[src/rtl/instruction_buffer_pkg.sv]
// Shared types and sizing for the instruction buffer: fetch width, buffer depth,
// scalar count width and the instruction packet carried from fetch to dispatch.
package instruction_buffer_pkg;

  localparam int IB_N            = 3;
  localparam int IB_SZ           = 8;
  localparam int NUM_SCALAR_BITS = $clog2(IB_N + 1);

  typedef struct packed {
    logic        valid;
    logic [31:0] inst;
    logic [31:0] pc;
    logic [31:0] npc;
  } INST_PACKET;

endpackage

[src/rtl/instruction_buffer.sv]
// Circular instruction FIFO between superscalar fetch and dispatch. All outputs are
// registered, so fetch/dispatch counts never reach an output combinationally.
module instruction_buffer
  import instruction_buffer_pkg::*;
#(
  parameter int N     = IB_N,
  parameter int DEPTH = IB_SZ
) (
  input  logic                       clock,
  input  logic                       reset,
  input  INST_PACKET                 fetch_packets [N],
  input  logic [NUM_SCALAR_BITS-1:0] num_fetched,
  output logic [NUM_SCALAR_BITS-1:0] ib_spots,
  output INST_PACKET                 dispatch_packets [N],
  output logic [NUM_SCALAR_BITS-1:0] num_valid,
  input  logic [NUM_SCALAR_BITS-1:0] num_dispatched,
  input  logic                       flush
);

  localparam int SW = NUM_SCALAR_BITS;
  localparam int PW = (DEPTH > 1) ? $clog2(DEPTH) : 1;
  localparam int CW = $clog2(DEPTH + 1);
  localparam int IW = (N > 1) ? $clog2(N) : 1;

  // DEPTH need not be a power of two, so pointer sums wrap by explicit compare.
  function automatic logic [PW-1:0] wrap_add(input logic [PW-1:0] base,
                                             input logic [SW-1:0] inc);
    logic [PW:0] sum;
    sum = {1'b0, base} + (PW+1)'(inc);
    if (sum >= (PW+1)'(DEPTH)) begin
      return PW'(sum - (PW+1)'(DEPTH));
    end else begin
      return PW'(sum);
    end
  endfunction

  INST_PACKET    mem_q  [DEPTH];
  INST_PACKET    mem_d  [DEPTH];
  INST_PACKET    disp_q [N];
  INST_PACKET    disp_d [N];
  logic [PW-1:0] head_q, head_d;
  logic [PW-1:0] tail_q, tail_d;
  logic [CW-1:0] count_q, count_d;
  logic [CW-1:0] free_s;
  logic [SW-1:0] spots_q, spots_d;
  logic [SW-1:0] valid_q, valid_d;
  logic [SW-1:0] enq_s, deq_s;

  // Pointer/occupancy next state; handshake sizes come only from registered counts.
  always_comb begin
    enq_s = (num_fetched > spots_q) ? spots_q : num_fetched;
    deq_s = (num_dispatched > valid_q) ? valid_q : num_dispatched;
    if (flush) begin
      head_d  = '0;
      tail_d  = '0;
      count_d = '0;
    end else begin
      head_d  = wrap_add(head_q, deq_s);
      tail_d  = wrap_add(tail_q, enq_s);
      count_d = count_q + CW'(enq_s) - CW'(deq_s);
    end
    free_s  = CW'(DEPTH) - count_d;
    valid_d = (count_d >= CW'(N)) ? SW'(N) : SW'(count_d);
    spots_d = (free_s >= CW'(N)) ? SW'(N) : SW'(free_s);
  end

  // Entry j takes fetch slot (j - tail) mod DEPTH when that slot is accepted.
  always_comb begin : wr_blk
    logic [PW-1:0] off;
    off = '0;
    for (int j = 0; j < DEPTH; j++) begin
      if (PW'(j) >= tail_q) begin
        off = PW'(j) - tail_q;
      end else begin
        off = PW'(j) + PW'(DEPTH) - tail_q;
      end
      if (!flush && (off < PW'(enq_s))) begin
        mem_d[j] = fetch_packets[off[IW-1:0]];
      end else begin
        mem_d[j] = mem_q[j];
      end
    end
  end

  // Next dispatch window, zero-masked past the valid count to hide stale storage.
  always_comb begin
    for (int i = 0; i < N; i++) begin
      if (SW'(i) < valid_d) begin
        disp_d[i] = mem_d[wrap_add(head_d, SW'(i))];
      end else begin
        disp_d[i] = '0;
      end
    end
  end

  // Control and output registers; reset outranks flush and any enq/deq.
  always_ff @(posedge clock) begin
    if (reset) begin
      head_q  <= '0;
      tail_q  <= '0;
      count_q <= '0;
      valid_q <= '0;
      spots_q <= SW'(N);
      for (int i = 0; i < N; i++) begin
        disp_q[i] <= '0;
      end
    end else begin
      head_q  <= head_d;
      tail_q  <= tail_d;
      count_q <= count_d;
      valid_q <= valid_d;
      spots_q <= spots_d;
      for (int i = 0; i < N; i++) begin
        disp_q[i] <= disp_d[i];
      end
    end
  end

  // Entry storage is deliberately not reset.
  always_ff @(posedge clock) begin
    for (int j = 0; j < DEPTH; j++) begin
      mem_q[j] <= mem_d[j];
    end
  end

  assign ib_spots         = spots_q;
  assign num_valid        = valid_q;
  assign dispatch_packets = disp_q;

endmodule

[config.mk]
export PLATFORM = sky130hd
export DESIGN_NAME = instruction_buffer
export DESIGN_NICKNAME = d
export VERILOG_FILES = /design/src/rtl/instruction_buffer_pkg.sv /design/src/rtl/instruction_buffer.sv
export SDC_FILE = /design/constraint.sdc
export NUM_CORES = 2
export LEC_CHECK = 0
export BUFFER_PORTS_ARGS = -buffer_cell sky130_fd_sc_hd__buf_2
export CAP_MARGIN = 25
export CORE_UTILIZATION = 35
export DETAILED_ROUTE_END_ITERATION = 10
export SETUP_SLACK_MARGIN = 0.2
export SLEW_MARGIN = 25
export SYNTH_ARGS = -nofsm -noshare
export SYNTH_HDL_FRONTEND = slang
export SYNTH_SLANG_ARGS = --single-unit
[constraint.sdc]
create_clock -name clock -period 4.1 [get_ports clock]
set_input_delay 0.41 -clock clock [delete_from_list [all_inputs] [get_ports clock]]
set_output_delay 0.41 -clock clock [all_outputs]
set_load 0.02 [all_outputs]
### After elaboration in Yosys (flattened, before gate mapping)

Memories as Yosys holds them, arrays and structs flattened.
Cells that the tools add are included.
W data, S select, Z words.

* div/mod/pow operators: 0
* add/sub/neg operators: 20
* bitwise logic cells: 14
* shift operators: 0
* reductions and logical operators: 14
* multiplexer cells: 54
* eq/ne operators: 0
* multiply operators: 0
* magnitude comparators: 31

Operator list (number)
* $mux W97: 30
* $bmux W97 S2: 8
* $bmux W97 S3: 3
* $ge A4 B4 Y1 const B: 7
* $mux W3: 9
* $ge A3 B3 Y1 const B: 8
* $lt A3 B2 Y1: 8
* $not A2 Y3: 8
* $sub A3 B1 Y3 const B: 5
* $not A3 Y4: 3
* $sub A3 B3 Y3 const A: 4
* $reduce_or A2 Y1: 5
* $add A3 B2 Y4: 2
* $ge A4 B2 Y1 const B: 2
* $logic_and A1 B1 Y1: 8
* $mux W2: 3
* $sub A1 B3 Y3 const A: 2
* $sub A2 B3 Y3 const A: 2
* $add A3 B1 Y4 const B: 1
* $add A3 B2 Y4 const B: 1
* $add A4 B2 Y4: 1
* $ge A3 B4 Y1 const B: 1
* $gt A2 B2 Y1: 2
* $lt A1 B2 Y1 const A: 2
* other kinds (6): 8

* bits in writable memories: 776
* ROM bits: 0
* memories kept: 1
* word-level logic and storage cells: 151
* flip-flop bits (word level): 305
* bits in latches: 0

Memory list
* mem_q: depth 8, width 97, read ports 8, clocked after Yosys merged registers in 0, wr ports 8, RTL line instruction_buffer.sv:37 `INST_PACKET mem_q [DEPTH];`

### Depth between registers and ports, before layout

* depth after elaboration: 14
* gate-level depth with buffers: 20
* depth with buffers taken out: 17

### Worst setup path after synthesis

OpenSTA, ideal clock, no wires.

* path type: register -> register
* start: register valid_q[1], in the netlist num_valid[1]
* end: register disp_q, in the netlist dispatch_packets[172]
* path slack: 0.079 ns
* cell stages (with the launch flop): 20
* arrival time: 3.904 ns
* clock period less this slack: 4.021 ns
* buffers on the path: 5
* data required time: 3.983 ns
* cell sequence: dfxtp_1 -> inv_1 -> ha_1 -> nor3_1 -> a21oi_1 -> a221oi_1 -> ha_1 -> nand2b_1 -> inv_2 -> buf_2 -> clkbuf_1 -> ha_1 -> or3_1 -> buf_2 -> a21oi_2 -> buf_2 -> buf_1 -> nand2_1 -> nand3_1 -> nor2_1

* cells in the longest elaborated chain, start to end: 14

RTL lines
* start: declaration: RTL line instruction_buffer.sv:46 `logic [SW-1:0] valid_q, valid_d;`
* start signal: assignment: RTL line instruction_buffer.sv:111 `valid_q <= valid_d;`
* $gt A2 B2 Y1: RTL line instruction_buffer.sv:52 `deq_s = (num_dispatched > valid_q) ? valid_q : num_dispatched;`
* $mux W2 (*): RTL line instruction_buffer.sv:52
* $add A3 B2 Y4 (*): RTL line instruction_buffer.sv:29 `sum = {1'b0, base} + (PW+1)'(inc);`
* $ge A4 B4 Y1 / $sub A3 B1 Y3 (equally long branches): RTL line instruction_buffer.sv:30, instruction_buffer.sv:31
* $mux W3 (*): RTL line instruction_buffer.sv:30 `if (sum >= (PW+1)'(DEPTH)) begin`
* $mux W3 (*): RTL line instruction_buffer.sv:53 `if (flush) begin`
* net head_d[0]: RTL line instruction_buffer.sv:41 `logic [PW-1:0] head_q, head_d;`
* $add A3 B1 Y4 (*): RTL line instruction_buffer.sv:29
* $ge A4 B4 Y1 / $sub A3 B1 Y3 (equally long branches): RTL line instruction_buffer.sv:30, instruction_buffer.sv:31
* $mux W3 (*): RTL line instruction_buffer.sv:30
* $mux W3 (*): RTL line instruction_buffer.sv:88 `if (SW'(i) < valid_d) begin`
* $not A3 Y4 (not written as such) (*): RTL line instruction_buffer.sv:89 `disp_d[i] = mem_d[wrap_add(head_d, SW'(i))];`
* $bmux W97 S3 (*): RTL line instruction_buffer.sv:89
* $mux W97 (not written as such) (*) (2 in a row): RTL line instruction_buffer.sv:89
* end signal: indexed assignment: RTL line instruction_buffer.sv:114 `disp_q[i] <= disp_d[i];`
* end: declaration: RTL line instruction_buffer.sv:39 `INST_PACKET disp_q [N];`

Mark *: on every way through the listed nets, which the timed path passes. The rest lies on a longest branch. The select of a mux whose other input is x is not followed.
A chain may end at the register's enable or synchronous reset.

### Final worst setup path

* start: register spots_q[0], in the netlist ib_spots[0]
* end: register disp_q, in the netlist dispatch_packets[161]

* cells in the longest elaborated chain, start to end: 10

RTL lines
* start: declaration: RTL line instruction_buffer.sv:45 `logic [SW-1:0] spots_q, spots_d;`
* start signal: assignment: RTL line instruction_buffer.sv:103 `spots_q <= SW'(N);`
* start signal: assignment: RTL line instruction_buffer.sv:112 `spots_q <= spots_d;`
* $gt A2 B2 Y1: RTL line instruction_buffer.sv:51 `enq_s = (num_fetched > spots_q) ? spots_q : num_fetched;`
* $mux W2 (*): RTL line instruction_buffer.sv:51
* $add A4 B2 Y4 (*): RTL line instruction_buffer.sv:60 `count_d = count_q + CW'(enq_s) - CW'(deq_s);`
* $sub A4 B2 Y4 (*): RTL line instruction_buffer.sv:60
* $mux W4 (*): RTL line instruction_buffer.sv:53
* net count_d[1]: RTL line instruction_buffer.sv:43 `logic [CW-1:0] count_q, count_d;`
* $ge A4 B2 Y1: RTL line instruction_buffer.sv:63 `valid_d = (count_d >= CW'(N)) ? SW'(N) : SW'(count_d);`
* $mux W2 (*): RTL line instruction_buffer.sv:63
* $lt A1 B2 Y1 (*): RTL line instruction_buffer.sv:88
* $not A1 Y1 (no line) (*)
* $reduce_or A2 Y1 (no line) (*)

Marked as above.

==> impl_results.md <==
* Avg Vias per Cell at 5.688
* Yosys reg bits at around 1.1k
* Period utilization at 94.66%
* H-tree levels at 3
* Clock Pin Slew Worst Setup and Hold Paths at roughly 60 ps
* Fin Clk Skew at between 30 and 40 ps
* WL/cell at roughly 26 um
* Maximum clock rate at 257.7 MHz
* Total GRT Usage at 25.81%
* Async SR Flop Fraction at 0%
* Final setup viols at 0
* Critical setup path kind: reg2reg
* Worst slew pin tran at 1146 ps
* Initial DRT Pass Iterations at 9
* Fin worst setup slack at 218.9 ps
* Crit path arrival time at 4570 ps
* CTS buffer count at 117
* Overall die area at between 150,000 and 200,000 sq um
* Sequential cell area fraction in the yosys report at roughly two fifths
* Synthesized cell area at ~55,000 sq um
* Cell Rows at 145
* Clk sink count at 1,081
* Number of global-route vias before repair at around 46k
* Residual DRC at 0
* Worst min path class: in2reg
* Hold Fails Final Rpt at 0
* Mean Syn Cell Area at approximately 9.7 sq um
* Chip width at between 300 and 400 um
* Pleak at 29.43 nW
* Nets at roughly 6.6k
* Synth top area cells: dfxtp_1, mux2i_1, a22oi_1, o2bb2ai_1, inv_1
* Reg power frac at between 20 and 30%
* Synth cell types at 49
* Synthesis-to-finish area growth at 24.07%
* IO buf count at between 500 and 600
* Pwr dens at ~800 nW/um^2
* Crit path required time at 4790 ps
* Sw Share at ~42%
* Pint at about 32 mW
* Synth area leader: dfxtp_1
* Clock Power Share at about a fifth
* Cell with the most instances after synthesis: mux2i_1
* Initial antenna violation count at 33
* Endpoint type of the worst setup path: flop
* Post-layout min period at roughly 3900 ps
* Deepest clock path buffer count at 3
* Status: finished clean
* Post-Place Setup Slack at -259.1 ps
* Psw at approximately 23 mW
* Gate Count Post-Synth at between 5k and 6k
* RSZ-0062 raised after global routing: true
* Share of layout cells above drive strength 1 at around 21%
* I/O pin count at roughly 590
* GRT overflow at 0
* Max Cap Viol at 0
* Largest net degree at the start of global routing at 120
* Max Slew Vio Count at 0
* Total power draw at approximately 54 mW
* CTS tree: yes
* Clk_lat worst skew at just under 800 ps
* CP max FO at 6
* Area share of the largest cell type after synthesis at about two fifths
* First-pass GRT wire length at roughly 300 mm
* Number of synthesized flops with an enable pin at 0
* Syn nets at between 6k and 7k
* Setup TNS at 0 ps
* DRT iter0 DRCs at between 4k and 5k
* Final Core Density at between 40% and 50%
* Hold WS at a little over 90 ps
* Synth warnings at 0
* Vias at between 40k and 50k
* RePlAce Congestion at around 0.89
* Core footprint at approximately 160,000 sq um
* Routed WL at about 220 mm
* Prevailing post-synth register cell: dfxtp_1
* Combinational Power Share at between 50 and 60%
* CP Launch Type: flop
* DRT antenna net count at 0
* Worst VDD drop at 0.0004471 V
* Die height at between 300 and 400 um
* Detail Placement HPWL at 141.0 mm
* Root Driver: clkbuf_16
* Slew margin rel. at 23.58%
* Initial Util at 35.24%
* Top post-synthesis cells by count: mux2i_1, dfxtp_1, inv_1
==> cells in the final DEF, fill, tap and decap left out, drive strengths merged, types with 8 or more instances in the layout <==
cell,Yosys,layout
buf,259,897
clkinv,1,29
ha,23,23
nor2b,14,14
nand3,100,100
inv,796,806
nor3,11,11
o2bb2ai,384,384
a222oi,96,96
a21oi,203,203
nand2,101,101
diode,0,16
clkbuf,206,188
mux2i,1646,1646
a22oi,487,487
nor2,114,114
o21ai,101,101
xnor2,8,8
dfxtp,1081,1081
==> final cells by class <==
type,instances,area [sq um]
fill,14930,87920
antenna,16,40.04
clock buffer,167,3376
clock inverter,49,516.7
timing repair buffer,920,7949
multi-input combinational,3334,29170
tap,2058,2575
inverter,797,3007
sequential,1081,21660
==> power groups by stage <==
stage	combinational [mW]	clock (mW)	sequential [mW]
after floorplan	15.0	0	16.7
after global placement	24.2	0	16.3
after detailed placement	24.6	0	16.3
after CTS	25.3	11.0	16.1
after global routing	29.4	11.4	16.4
final	27.5	10.8	16.2
==> stage by stage <==
step | instances | cell area, sq um
final | 8422 | 68290
after global routing | 8411 | 68260
after CTS | 8372 | 66750
after detailed placement | 8124 | 62280
after global placement | 8124 | 62280
after floorplan | 5677 | 55070
==> flip-flops by register name (all words and copies together), names as in the netlist <==
signal,cells
mem_q,776
num_valid,2
dispatch_packets,291
count_q,4
tail_q,3
head_q,3
ib_spots,2
==> routing by layer <==
layer / vias up / share of wire [%] / routed length [um] / track usage, %
met2: 2394 / 46 / 102100 / 42.54
met5: - / 0.085 / 188 / 0
met4: 30 / 4.4 / 9622 / 10.97
met3: 563 / 8.0 / 17590 / 4.527
met1: 23360 / 41 / 91300 / 33.02
li1: 21560 / - / - / -
==> critical path: stages, from the launching register on <==
cell and delay, ps:
dfxtp_4 360, ha_4 240, nor2b_4 120, o21ai_1 110
o311a_1 240, inv_2 70, ha_4 260, inv_2 40
ha_4 150, fa_1 530, nor2b_4 160, ha_2 180
inv_2 40, buf_6 100, buf_6 100, a21oi_2 100
o31a_2 200, buf_6 130, buf_12 130, buf_16 150
buf_12 160, nand3_2 80, nor2_2 110
==> worst paths after layout <==
| path | startpoint | to | slack, ps | cells after the start |
|---|---|---|---|---|
| min | fetch_packets[112] | mem_q[0][15] | 90 | 4 |
| max | ib_spots[0] | dispatch_packets[161] | 220 | 22 |
| min reg2reg | mem_q[0][68] | mem_q[0][68] | 480 | 2 |
| max reg2reg | ib_spots[0] | dispatch_packets[161] | 220 | 22 |
==> kinds of logic after synthesis <==
family,count (synthesis),share of synthesized area [%]
mux,1646,29.93
compound gates,1286,17.50
buf+inv,1262,9.397
flops,1081,39.32
simple gates,365,2.998
fa+ha+maj,27,0.6683
xor+xnor,10,0.1864
==> repair_timing <==
action / 4_1_cts / 5_1_grt
cloned: 5 / 26
endpoints found under the setup margin: 289 / 291
endpoints found under the hold margin: 2 / 0
pin swaps: 10 / 42
hold buffers: 1 / 0
setup buffers: 26 / 8
resized for setup: 39 / 213
(Power assumes the default switching activity.)
